===== config.mk =====
export PLATFORM = sky130hd
export DESIGN_NAME = screen_sequencer
export DESIGN_NICKNAME = d
export VERILOG_FILES = /design/src/rtl/screen_sequencer.sv
export SDC_FILE = /design/constraint.sdc
export NUM_CORES = 1
export LEC_CHECK = 0
export CAP_MARGIN = 20
export CORE_MARGIN = 5
export CORE_UTILIZATION = 40
export CTS_CLUSTER_DIAMETER = 60
export DETAILED_ROUTE_END_ITERATION = 10
export GPL_TIMING_DRIVEN = 1
export SKIP_CTS_REPAIR_TIMING = 1
export SYNTH_ARGS = -nofsm -noshare
export SYNTH_HDL_FRONTEND = slang
export SYNTH_SLANG_ARGS = --single-unit

===== constraint.sdc =====
create_clock -name clock -period 2.84 [get_ports clock]
set_clock_uncertainty 0.2 [all_clocks]
set_input_delay 0.568 -clock clock [delete_from_list [all_inputs] [get_ports clock]]
set_output_delay 0.568 -clock clock [all_outputs]
set_load 0.1 [all_outputs]

===== src/rtl/screen_sequencer.sv =====
// Frame scheduler for the tank game display.
// Commits screen changes on frame boundaries only.
module screen_sequencer #(
  parameter int WIN_HOLD_FRAMES  = 180,
  parameter int HIST_HOLD_FRAMES = 600,
  parameter int FCNT_W           = 10
) (
  input  logic       clock,
  input  logic       reset_n,
  input  logic       frame_tick,
  input  logic       start_btn,
  input  logic       hist_btn,
  input  logic       green_base_hit,
  input  logic       red_base_hit,
  output logic       enable1,
  output logic       enable2,
  output logic       enable3,
  output logic       enable4,
  output logic       enable5,
  output logic       game_rst,
  output logic [1:0] His1,
  output logic [1:0] His2,
  output logic [1:0] His3,
  output logic [3:0] green_score,
  output logic [3:0] red_score,
  output logic [2:0] state_dbg
);

  localparam logic [2:0] S_INIT  = 3'd0;
  localparam logic [2:0] S_PLAY  = 3'd1;
  localparam logic [2:0] S_WIN_G = 3'd2;
  localparam logic [2:0] S_WIN_R = 3'd3;
  localparam logic [2:0] S_HIST  = 3'd4;

  localparam logic [1:0] R_GREEN = 2'b01;
  localparam logic [1:0] R_RED   = 2'b10;
  localparam logic [1:0] R_DRAW  = 2'b11;

  localparam logic [FCNT_W-1:0] WIN_LAST =
    FCNT_W'(WIN_HOLD_FRAMES - 1);
  localparam logic [FCNT_W-1:0] HIST_LAST =
    FCNT_W'(HIST_HOLD_FRAMES - 1);

  logic [2:0]        state_q, state_d;
  logic [4:0]        en_q, en_d;
  logic [FCNT_W-1:0] fcnt_q, fcnt_d;
  logic              st_pq, st_pd;
  logic              hb_pq, hb_pd;
  logic              gh_pq, gh_pd;
  logic              rh_pq, rh_pd;
  logic              grst_q, grst_d;
  logic [1:0]        his1_q, his1_d;
  logic [1:0]        his2_q, his2_d;
  logic [1:0]        his3_q, his3_d;
  logic [3:0]        gsc_q, gsc_d;
  logic [3:0]        rsc_q, rsc_d;

  logic       in_play;
  logic       start_ev;
  logic       hist_ev;
  logic       ghit_ev;
  logic       rhit_ev;
  logic       push;
  logic [1:0] code;
  logic       win_to;
  logic       hist_to;

  assign in_play  = (state_q == S_PLAY);
  assign start_ev = st_pq | start_btn;
  assign hist_ev  = hb_pq | hist_btn;
  assign ghit_ev  = gh_pq | (green_base_hit & in_play);
  assign rhit_ev  = rh_pq | (red_base_hit & in_play);
  assign win_to   = (fcnt_q == WIN_LAST);
  assign hist_to  = (fcnt_q == HIST_LAST);

  // Pending flags: sticky between frame ticks, dropped on every tick.
  always_comb begin
    st_pd = start_ev;
    hb_pd = hist_ev;
    gh_pd = ghit_ev;
    rh_pd = rhit_ev;
    if (frame_tick) begin
      st_pd = 1'b0;
      hb_pd = 1'b0;
      gh_pd = 1'b0;
      rh_pd = 1'b0;
    end
  end

  // Next-state decision, only evaluated on a frame tick.
  always_comb begin
    state_d = state_q;
    push    = 1'b0;
    code    = 2'b00;
    if (frame_tick) begin
      case (state_q)
        S_INIT: begin
          if (start_ev)     state_d = S_PLAY;
          else if (hist_ev) state_d = S_HIST;
        end
        S_PLAY: begin
          if (ghit_ev && rhit_ev) begin
            state_d = S_HIST;
            push    = 1'b1;
            code    = R_DRAW;
          end else if (rhit_ev) begin
            state_d = S_WIN_G;
            push    = 1'b1;
            code    = R_GREEN;
          end else if (ghit_ev) begin
            state_d = S_WIN_R;
            push    = 1'b1;
            code    = R_RED;
          end
        end
        S_WIN_G, S_WIN_R: begin
          if (start_ev || win_to) state_d = S_HIST;
        end
        S_HIST: begin
          if (start_ev)     state_d = S_PLAY;
          else if (hist_to) state_d = S_INIT;
        end
        default: state_d = S_INIT;
      endcase
    end
  end

  // History, scores, frame counter, enables and round reset.
  always_comb begin
    his1_d = his1_q;
    his2_d = his2_q;
    his3_d = his3_q;
    gsc_d  = gsc_q;
    rsc_d  = rsc_q;
    if (push) begin
      his1_d = code;
      his2_d = his1_q;
      his3_d = his2_q;
      if (code == R_GREEN && gsc_q != 4'hF)
        gsc_d = gsc_q + 4'd1;
      if (code == R_RED && rsc_q != 4'hF)
        rsc_d = rsc_q + 4'd1;
    end
    fcnt_d = fcnt_q;
    if (state_d != state_q)
      fcnt_d = '0;
    else if (frame_tick && fcnt_q != '1)
      fcnt_d = fcnt_q + 1'b1;
    grst_d = (state_d == S_PLAY) && !in_play;
    en_d = 5'b00001;
    case (state_d)
      S_PLAY:  en_d = 5'b00010;
      S_WIN_G: en_d = 5'b00100;
      S_WIN_R: en_d = 5'b01000;
      S_HIST:  en_d = 5'b10000;
      default: en_d = 5'b00001;
    endcase
  end

  // State registers with synchronous active-low reset.
  always_ff @(posedge clock) begin
    if (!reset_n) begin
      state_q <= S_INIT;
      en_q    <= 5'b00001;
      fcnt_q  <= '0;
      st_pq   <= 1'b0;
      hb_pq   <= 1'b0;
      gh_pq   <= 1'b0;
      rh_pq   <= 1'b0;
      grst_q  <= 1'b0;
      his1_q  <= 2'b00;
      his2_q  <= 2'b00;
      his3_q  <= 2'b00;
      gsc_q   <= 4'd0;
      rsc_q   <= 4'd0;
    end else begin
      state_q <= state_d;
      en_q    <= en_d;
      fcnt_q  <= fcnt_d;
      st_pq   <= st_pd;
      hb_pq   <= hb_pd;
      gh_pq   <= gh_pd;
      rh_pq   <= rh_pd;
      grst_q  <= grst_d;
      his1_q  <= his1_d;
      his2_q  <= his2_d;
      his3_q  <= his3_d;
      gsc_q   <= gsc_d;
      rsc_q   <= rsc_d;
    end
  end

  assign enable1     = en_q[0];
  assign enable2     = en_q[1];
  assign enable3     = en_q[2];
  assign enable4     = en_q[3];
  assign enable5     = en_q[4];
  assign game_rst    = grst_q;
  assign His1        = his1_q;
  assign His2        = his2_q;
  assign His3        = his3_q;
  assign green_score = gsc_q;
  assign red_score   = rsc_q;
  assign state_dbg   = state_q;

endmodule


==> flow_summary_export.csv <==
group,metric,value,unit
routing,num_vias,1469,
critical_path,cp.required,2.84,ns
critical_path,crit_chain,"ha_1 -> and4b_1 -> a311o_1 -> a221o_1 -> o211a_1 -> nor4_4",
floorplan,die_area,0.00565,mm^2
grt,grt_pass1_wl,6560,um
synthesis,synth_edf_count,0,
grt,gr-usage-all-layers,14.8,%
synthesis,avgSynthCellArea,9.18,um^2
floorplan,rows,23,
run_status,outcome,"finished, final reports clean",
critical_path,path_max_fanout,10,
cts,cts_tree,"done",
synthesis,yosysMostFrequentCell,"dfxtp_1",
grt,grt.overflow.total,0,
cts,cts_buffer_depth,2,
synthesis,yosysUniqueCellTypes,45,
routing,via_per_inst,5.48,
layout,fillers,387,
synthesis,netlist_area,0.00170,mm^2
cts,cts_htree_levels,2,
synthesis,synth_flop_cell,"dfxtp_1",
power_and_ir_drop,pwr_density_cell,529,mW/mm^2
layout,diodes,0,
job,max-cap-violations,0,
power_and_ir_drop,p_total,1.09,mW
hold_path,hold_path.class,"flip-flop to flip-flop",
cts,cts_made_buffers,5,
synthesis,ys_top_cells_by_area,"dfxtp_1, nor2_1, mux2i_1",
critical_path,crit_slowest_cell,"a311o_1",
synthesis,yosys_warnings,0,
routing,postRouteAntennaNets,0,
timing,worst_slew_pin_slew,0.941,ns
timing,period_share,87.9,%
critical_path,rrSetupSlack,0.34,ns
routing,first_pass_iters,4,
floorplan,ios,30,
routing,wirelength,3900,um
cts,cts_root_buffer,"clkbuf_8",
power_and_ir_drop,vdd_drop_max,0.412,mV
layout,regArea,741,um^2
critical_path,slowest_delay,0.40,ns
timing,finalHoldViolCount,0,
timing,fin_tns_setup,0,ns
timing,report.final.slew_viol_count,0,
placed_design,dpl.hpwl,2920,um
synthesis,ys_async_sr_fraction,0,%
routing,drcViolationCount,0,
timing,setup_viol,0,
power_and_ir_drop,leakage,0.838,nW
layout,multi_input_area,912,um^2
timing,slew_headroom,36.7,%
routing,first_iter_violations,71,
cts,clock_latency,0.28,ns
synthesis,synth.largest_area_cell,"dfxtp_1",
floorplan,die_width,75.2,um
critical_path,cp.arrival,2.50,ns
floorplan,core_region_area,0.00406,mm^2
critical_path,cp-end-kind,"flip-flop",
timing,max_freq,400,MHz
layout,final_layout_size_suffix_gt1_share,17.0,%
placed_design,port_buffers,29,
synthesis,synth_seq_area_share,43.6,%
layout,syn2layout_area_growth,21.4,%
placed_design,gp_congestion,0.872,
cts,cts.sinks,37,
synthesis,ys_top_cells_by_count,"dfxtp_1, nor2_1, nor3_1",
floorplan,start_util,41.8,%
grt,grt_max_degree,16,
synthesis,syn_inst,185,
timing,rsz0062_at_grt,"false",
synthesis,ys_ff_latch,37,
timing,min_period,2.50,ns
synthesis,synth.top_cell.area_share,43.6,%
critical_path,path_class,"flip-flop to flip-flop",
floorplan,die_y,75.2,um
cts,clkTransAtPathRegs,0.08,ns
critical_path,cp-start-kind,"flip-flop",
grt,grt_pass1_vias,1438,
grt,antenna_found_initial,0,
layout,nets,227,
routing,wl_per_cell,14.5,um
synthesis,syn-num-nets,195,
layout,finish.utilization,50.8,%
-- path summary, 6_finish.rpt --
check,startpoint,cells past startpoint,end
worst max-delay path,fcnt_q[0],6,fcnt_q[9]
worst min-delay path,hb_pq,2,hb_pq
worst max register to register,fcnt_q[0],6,fcnt_q[9]
worst min register to register,hb_pq,2,hb_pq
-- per-stage QoR --
step	cells	area (um^2)	hold slack, ns	worst slack [ns]
after global routing	268	2060	0.319	0.285
after CTS	268	2060	0.284	0.351
after global placement	260	1980	0.262	0.210
final	268	2060	0.284	0.342
after floorplan	185	1700	0.250	0.187
after detailed placement	260	1980	0.274	0.147
-- placed cells by master, fill, tap and decap left out, drive strengths merged, types with 4 or more instances in the layout --
cell type	instances
a21oi	5
and2	5
buf	25
clkbuf	6
clkdlybuf4s50	6
dfxtp	37
inv	4
mux2i	9
nand2	6
nand3	9
nand4	6
nor2	30
nor3	12
xnor2	5
xor2	5
-- layer usage --
layer	vias up	track usage [%]	share of wire (%)
met4	0	3.69	1.4
li1	732	-	-
met3	6	5.34	5.8
met2	38	23.5	46
met5	-	0	0
met1	693	19.4	46
-- area by class of cell --
cell class,count,area share [%]
Clock inverter,2,0.486
Timing Repair Buffer,31,12.0
Multi-Input combinational cell,138,44.3
Tap cell,50,3.04
Clock buffer,6,3.52
Sequential cell,37,35.9
Inverter,4,0.729
-- cell families (layout without fill, tap and decap cells) --
logic type / count (synthesis) / in the layout / synth area share, %
AND/OR/NAND/NOR: 89 / 89 / 28.9
flip-flops: 37 / 37 / 43.6
AO/OA/AOI/OAI: 26 / 26 / 11.5
XOR/XNOR: 10 / 10 / 5.16
multiplexers: 10 / 10 / 5.97
buffers and inverters: 10 / 43 / 2.65
adder cells (fa/ha/maj): 3 / 3 / 2.21
-- power breakdown --
| group | leakage, nW | switching [mW] | total, mW | internal [mW] |
|---|---|---|---|---|
| Clock | 0.0450 | 0.182 | 0.352 | 0.170 |
| Combinational | 0.493 | 0.136 | 0.189 | 0.0527 |
| Sequential | 0.300 | 0.0155 | 0.549 | 0.533 |
| Total | 0.838 | 0.334 | 1.09 | 0.756 |
-- worst max-delay path, delay by kind of cell (launching register included) --
family,cells,cell delay (ns)
and+or+nand+nor,2,0.49
adders and majority gates,1,0.26
DFF,1,0.36
AOI/OAI and AO/OA,3,1.12
-- state kept, by name, indices dropped and copies added (netlist names), 2 cells and up --
register / flops
fcnt_q: 10
en_q: 5
green_score: 4
red_score: 4
state_dbg: 3
His1: 2
His2: 2
His3: 2
No activity file was read; power rests on OpenSTA's default activity.
